[src/rtl/dec_imp.sv]
// 3-to-8 decoder with registered one-hot lines plus adder sum/carry and subtractor borrow
// built from decoder minterms; 1-cycle latency, accepts a new index every clock.
module dec_imp #(
  parameter logic RESET_VAL = 1'b0
) (
  input  logic clk,
  input  logic rst,
  input  logic a,
  input  logic b,
  input  logic c,
  output logic d0,
  output logic d1,
  output logic d2,
  output logic d3,
  output logic d4,
  output logic d5,
  output logic d6,
  output logic d7,
  output logic f1,
  output logic f2,
  output logic f3
);

  logic [2:0] idx;
  logic [7:0] dec;
  logic       sum_nxt;
  logic       carry_nxt;
  logic       borrow_nxt;

  assign idx = {a, b, c};

  always_comb begin
    dec = 8'b0;
    dec[idx] = 1'b1;
  end

  // Functions use the live decode so d and f always land on the same edge.
  assign sum_nxt    = dec[1] | dec[2] | dec[4] | dec[7];
  assign carry_nxt  = dec[3] | dec[5] | dec[6] | dec[7];
  assign borrow_nxt = dec[1] | dec[2] | dec[3] | dec[7];

  always_ff @(posedge clk) begin
    if (rst) begin
      {d7, d6, d5, d4, d3, d2, d1, d0} <= {8{RESET_VAL}};
      f1 <= RESET_VAL;
      f2 <= RESET_VAL;
      f3 <= RESET_VAL;
    end else begin
      {d7, d6, d5, d4, d3, d2, d1, d0} <= dec;
      f1 <= sum_nxt;
      f2 <= carry_nxt;
      f3 <= borrow_nxt;
    end
  end

endmodule

[config.mk]
export PLATFORM = sky130hd
export DESIGN_NAME = dec_imp
export DESIGN_NICKNAME = d
export VERILOG_FILES = /design/src/rtl/dec_imp.sv
export SDC_FILE = /design/constraint.sdc
export NUM_CORES = 1
export LEC_CHECK = 0
export BUFFER_PORTS_ARGS = -buffer_cell sky130_fd_sc_hd__buf_2
export CORE_AREA = 2 2 39 41
export DETAILED_ROUTE_END_ITERATION = 8
export DIE_AREA = 0 0 41 43
export PLACE_DENSITY = 0.59
export SLEW_MARGIN = 20
export SYNTH_ARGS = -nofsm -noshare
export SYNTH_HDL_FRONTEND = slang
export SYNTH_SLANG_ARGS = --single-unit
export TNS_END_PERCENT = 50
[constraint.sdc]
create_clock -name clk -period 2.65 [get_ports clk]
set_input_delay 0.53 -clock clk [delete_from_list [all_inputs] [get_ports clk]]
set_output_delay 0.53 -clock clk [all_outputs]
set_load 0.02 [all_outputs]
==> run_results.csv, run 1 <==
group,metric,value,unit
synthesis,syn_area,378,sq um
drt,vias,262,
synthesis,ys_ff_latch,11,
run,drv_cap,0,
drt,first_pass_iters,2,
sta,slew_headroom,84.0,%
layout,nFillCells,147,
sta,setup_viol,0,
setup_path,cp_max_fo,1,
sta,fmax,803,MHz
layout,fin_cells,60,
global_route,grt_usage,7.41,%
global_route,grt_pass1_vias,214,
sta,min_period,1.25,ns
floorplanning,die_w,41,um
floorplanning,initial_core_util,27.3,%
cts,htree_num_levels,1,
global_route,grt_antenna_before_repair,0,
synthesis,synth_common_cells,"dfxtp_1, and4bb_1, fa_1, nor2b_1, nor4b_1",
global_route,grt_pass1_wl,821,um
sta,drv_slew,0,
layout,layout-drive-gt1-share,43.2,%
power_and_ir_drop,peakVddDrop,0.216,mV
floorplanning,num_io_pins,16,
layout,nNetsFinal,52,
global_route,overflow,0,
synthesis,synth_area_per_cell,14.5,sq um
placement,dp_hpwl,424,um
cts,cts-hold-fix-buffers,0,
cts,cts_tree,"done",
drt,drt_wl_total,562,um
sta,finalCritPeriodShare,47.0,%
setup_path,crit_buf_inv,1,
setup_path,worstPathCellList,"buf_2",
drt,drc,0,
setup_path,slowest_delay,0.31,ns
setup_path,end_kind,"output pin",
synthesis,synth_fp_nets,33,
hold_path,min_path_type,"in2reg",
layout,post-route-util,35.3,%
layout,syn_to_final_growth,29.1,%
sta,hold_viol,0,
cts,post_cts_buffers,0,
drt,ant_nets,0,
synthesis,synth_top_area_share,58.3,%
synthesis,synth_edf_count,0,
drt,drt-vias-per-instance,4.37,
placement,gp_congestion,0.651,
sta,worst_pin_slew,0.236,ns
setup_path,critPathLaunchType,"flip-flop",
status,status,"complete, no violations",
sta,setup_tns,0,ns
global_route,grt_max_degree,12,
synthesis,synth-async-reset-ratio,0,%
placement,placed_area,462,sq um
layout,diodes,0,
setup_path,cpLargestDelayFamily,"flip-flops",
power_and_ir_drop,p_leak,0.235,nW
synthesis,synth_top_cell_by_area,"dfxtp_1",
synthesis,seq_area_frac_synth,58.3,%
cts,clock_path_buffers,2,
setup_path,arrival,0.72,ns
synthesis,ys.warnings.count,0,
synthesis,synthDistinctLibCells,11,
placement,io_buffers,15,
drt,wl_per_cell,9.37,um
floorplanning,dieArea,1760,sq um
synthesis,ys.flop_type,"dfxtp_1",
power_and_ir_drop,power_density,649,nW/um^2
placement,dp.cells,56,
cts,cts_resized,0,
drt,first_iter_violations,1,
cts,root_buffer,"clkbuf_4",
floorplanning,fp.dieH,43,um
cts,clk_pin_slew_worst_paths,0.06,ns
sta,rsz0062_at_grt,"false",
synthesis,synth_area_leaders,"dfxtp_1, fa_1, and4bb_1",
setup_path,cpMaxStageDelayCell,"dfxtp_1",
setup_path,cp_data_required_time,2.12,ns
synthesis,yosysMostFrequentCell,"dfxtp_1",
power_and_ir_drop,power,0.317,mW
floorplanning,core,1380,sq um
synthesis,syn_inst,26,
cts,cts.sinks,11,
layout,final_area,488,sq um
setup_path,crit_type,"reg2out",
floorplanning,rows,14,
cts,numCtsBuffers,3,
[power by group]
part / internal, mW / switching [mW]
registers: 0.172 / 0.00116
logic: 0.0131 / 0.0222
clock network: 0.0581 / 0.0501
total: 0.243 / 0.0735
[layer usage]
layer / GRT usage (%) / wire [um] / vias to the layer above
met1: 7.00 / 203 / 128
met3: 3.14 / 52 / 2
met4: 8.00 / 4 / 0
li1: - / - / 126
met5: 0 / 0 / -
met2: 10.6 / 302 / 6
[layout by cell type (no fill, tap or decap)]
| cell | Yosys | layout |
|---|---|---|
| and4b_1 | 1 | 1 |
| and4bb_1 | 3 | 3 |
| buf_2 | 0 | 15 |
| clkbuf_1 | 0 | 1 |
| clkbuf_4 | 0 | 3 |
| dfxtp_1 | 11 | 11 |
| fa_1 | 2 | 2 |
| inv_1 | 1 | 1 |
| nor2_1 | 1 | 1 |
| nor2b_1 | 2 | 2 |
| nor4_1 | 1 | 1 |
| nor4b_1 | 2 | 2 |
| nor4b_2 | 1 | 1 |
[metrics by stage]
stage	hold slack [ns]	worst slack, ns
2_1_floorplan	0.601	1.42
5_1_grt	0.563	1.37
3_5_place_dp	0.836	1.16
3_3_place_gp	0.818	1.18
4_1_cts	0.558	1.39
6_report	0.557	1.40
[state kept, by name, summed over array words and instances, names as in the netlist]
name,flops
d4,1
d0,1
d7,1
d2,1
f2,1
d6,1
d5,1
f1,1
f3,1
d3,1
d1,1
[layout make-up]
type | count | area, sq um | area share, %
timing repair buffer | 15 | 75.1 | 15.4
sequential | 11 | 220 | 45.1
tap | 16 | 20.0 | 4.10
inverter | 1 | 3.75 | 0.769
clock buffer | 4 | 26.3 | 5.38
multi-input combinational | 13 | 143 | 29.2
[worst paths after layout]
check             from  end  slack [ns]  cells after the start
setup / recovery    d7   d7        1.40                      1
hold / removal     rst   f1        0.56                      2
[cell families (layout without fill, tap and decap cells)]
kind of cell  Yosys count  count (layout)  share of synthesized area [%]
fa+ha+maj               2               2                           10.6
buf+inv                 2              20                           3.97
flops                  11              11                           58.3
simple gates           11              11                           27.2
No activity file was read; power rests on OpenSTA's default activity.
==> run 2: changes to the inputs <==
--- a/config.mk
+++ b/config.mk
@@ -9,7 +9,7 @@
 export CORE_AREA = 2 2 39 41
 export DETAILED_ROUTE_END_ITERATION = 8
 export DIE_AREA = 0 0 41 43
-export PLACE_DENSITY = 0.59
+export PLACE_DENSITY = 0.61
 export SLEW_MARGIN = 20
 export SYNTH_ARGS = -nofsm -noshare
 export SYNTH_HDL_FRONTEND = slang
==> constraint.sdc (replaced) <==
create_clock -name clk -period 1.05 [get_ports clk]
set_input_delay 0.21 -clock clk [delete_from_list [all_inputs] [get_ports clk]]
set_output_delay 0.21 -clock clk [all_outputs]
set_load 0.02 [all_outputs]
==> run_results.csv, run 2 (synthesis results as in run 1) <==
group,metric,value,unit
floorplanning,dieArea,1760,sq um
setup_path,critical_path_cell_count,1,
sta,drv_slew,0,
cts,clock_path_buffers,2,
status,status,"complete, no violations",
floorplanning,fp.dieH,43,um
sta,rsz0062_at_grt,"false",
setup_path,cpLargestDelayFamily,"flip-flops",
setup_path,slowest_delay,0.31,ns
setup_path,cp_data_required_time,0.84,ns
setup_path,arrival,0.72,ns
power_and_ir_drop,peakVddDrop,0.752,mV
power_and_ir_drop,p_leak,0.259,nW
hold_path,min_path_type,"in2reg",
floorplanning,num_io_pins,16,
power_and_ir_drop,power_density,1540,nW/um^2
setup_path,crit_type,"reg2out",
setup_path,end_kind,"output pin",
floorplanning,rows,14,
layout,final_cell_mix,"buf_2, dfxtp_1, buf_4",
placement,dp_slack,-0.0405,ns
sta,slew_headroom,84.3,%
drt,drt_wl_total,596,um
cts,cts_resized,0,
layout,diodes,0,
layout,layout-drive-gt1-share,49.0,%
drt,vias,285,
sta,finalCritPeriodShare,88.5,%
global_route,grt_usage,8.11,%
floorplanning,die_w,41,um
sta,setup_tns,0,ns
layout,final_common_cell,"buf_2",
layout,nNetsFinal,57,
cts,clk_pin_slew_worst_paths,0.06,ns
setup_path,cp-endpoint,"f1",
cts,cts-hold-fix-buffers,0,
sta,setup_slack,0.121,ns
drt,ant_nets,0,
global_route,overflow,0,
global_route,grt_antenna_before_repair,0,
drt,drc,0,
sta,worst_pin_slew,0.233,ns
cts,cts_tree,"done",
cts,cts.sinks,11,
placement,dp_hpwl,472,um
global_route,grt_pass1_wl,883,um
layout,fin_cells,65,
sta,min_period,0.929,ns
sta,hold_viol,0,
run,drv_cap,0,
placement,placed_area,499,sq um
drt,first_pass_iters,4,
cts,htree_num_levels,1,
drt,first_iter_violations,6,
layout,syn_to_final_growth,39.1,%
sta,setup_viol,0,
placement,gp_congestion,0.625,
drt,wl_per_cell,9.17,um
setup_path,startpoint,"f1",
setup_path,cpMaxStageDelayCell,"dfxtp_1",
floorplanning,core,1380,sq um
sta,fmax,1080,MHz
cts,root_buffer,"clkbuf_4",
global_route,grt_max_degree,12,
floorplanning,initial_core_util,27.3,%
placement,dp.cells,61,
placement,io_buffers,15,
global_route,grt_pass1_vias,226,
setup_path,critPathLaunchType,"flip-flop",
drt,drt-vias-per-instance,4.38,
layout,final_area,526,sq um
cts,post_cts_buffers,0,
setup_path,cp_max_fo,1,
cts,numCtsBuffers,3,
setup_path,worstPathCellList,"buf_2",
setup_path,crit_buf_inv,1,
run 2: changes by cell type in the layout (fill, tap and decap cells not counted):
cell   delta
buf_4     +5
run 2: report_power, final:
group | switching, mW | leakage, nW | internal [mW] | total [mW]
logic | 0.0583 | 0.154 | 0.0448 | 0.103
registers | 0.00337 | 0.0901 | 0.434 | 0.438
clock network | 0.122 | 0.0150 | 0.147 | 0.269
total | 0.184 | 0.259 | 0.626 | 0.810
run 2: layout make-up:
class                           count  area (sq um)
Fill cell                         146           858
Sequential cell                    11           220
Multi-Input combinational cell     13           143
Timing Repair Buffer               20           113
Clock buffer                        4          26.3
Tap cell                           16          20.0
Inverter                            1          3.75
run 2: metrics by stage:
stage                     total power, mW  util, %  hold WS [ns]
after floorplan                     0.499        -         0.281
after global placement              0.551     36.1         0.496
after detailed placement            0.553     36.1         0.503
after CTS                           0.830     38.0         0.226
after global routing                0.857     38.0         0.248
final                               0.810     38.0         0.243
run 2: how the worst min path moves through the flow:
stage,from,endpoint,slack (ns),depth (start not counted)
final,rst,f1,0.24,2
after global placement,rst,f1,0.50,2
after floorplan,c,d4,0.28,1
after CTS,rst,f1,0.23,2
after detailed placement,rst,f1,0.50,2
after global routing,rst,f1,0.25,2
run 2: layer usage:
layer | routed length, um | track usage, %
met5 | 0 | 0
met4 | 11 | 10.0
met3 | 72 | 3.66
met2 | 250 | 9.06
met1 | 261 | 9.63
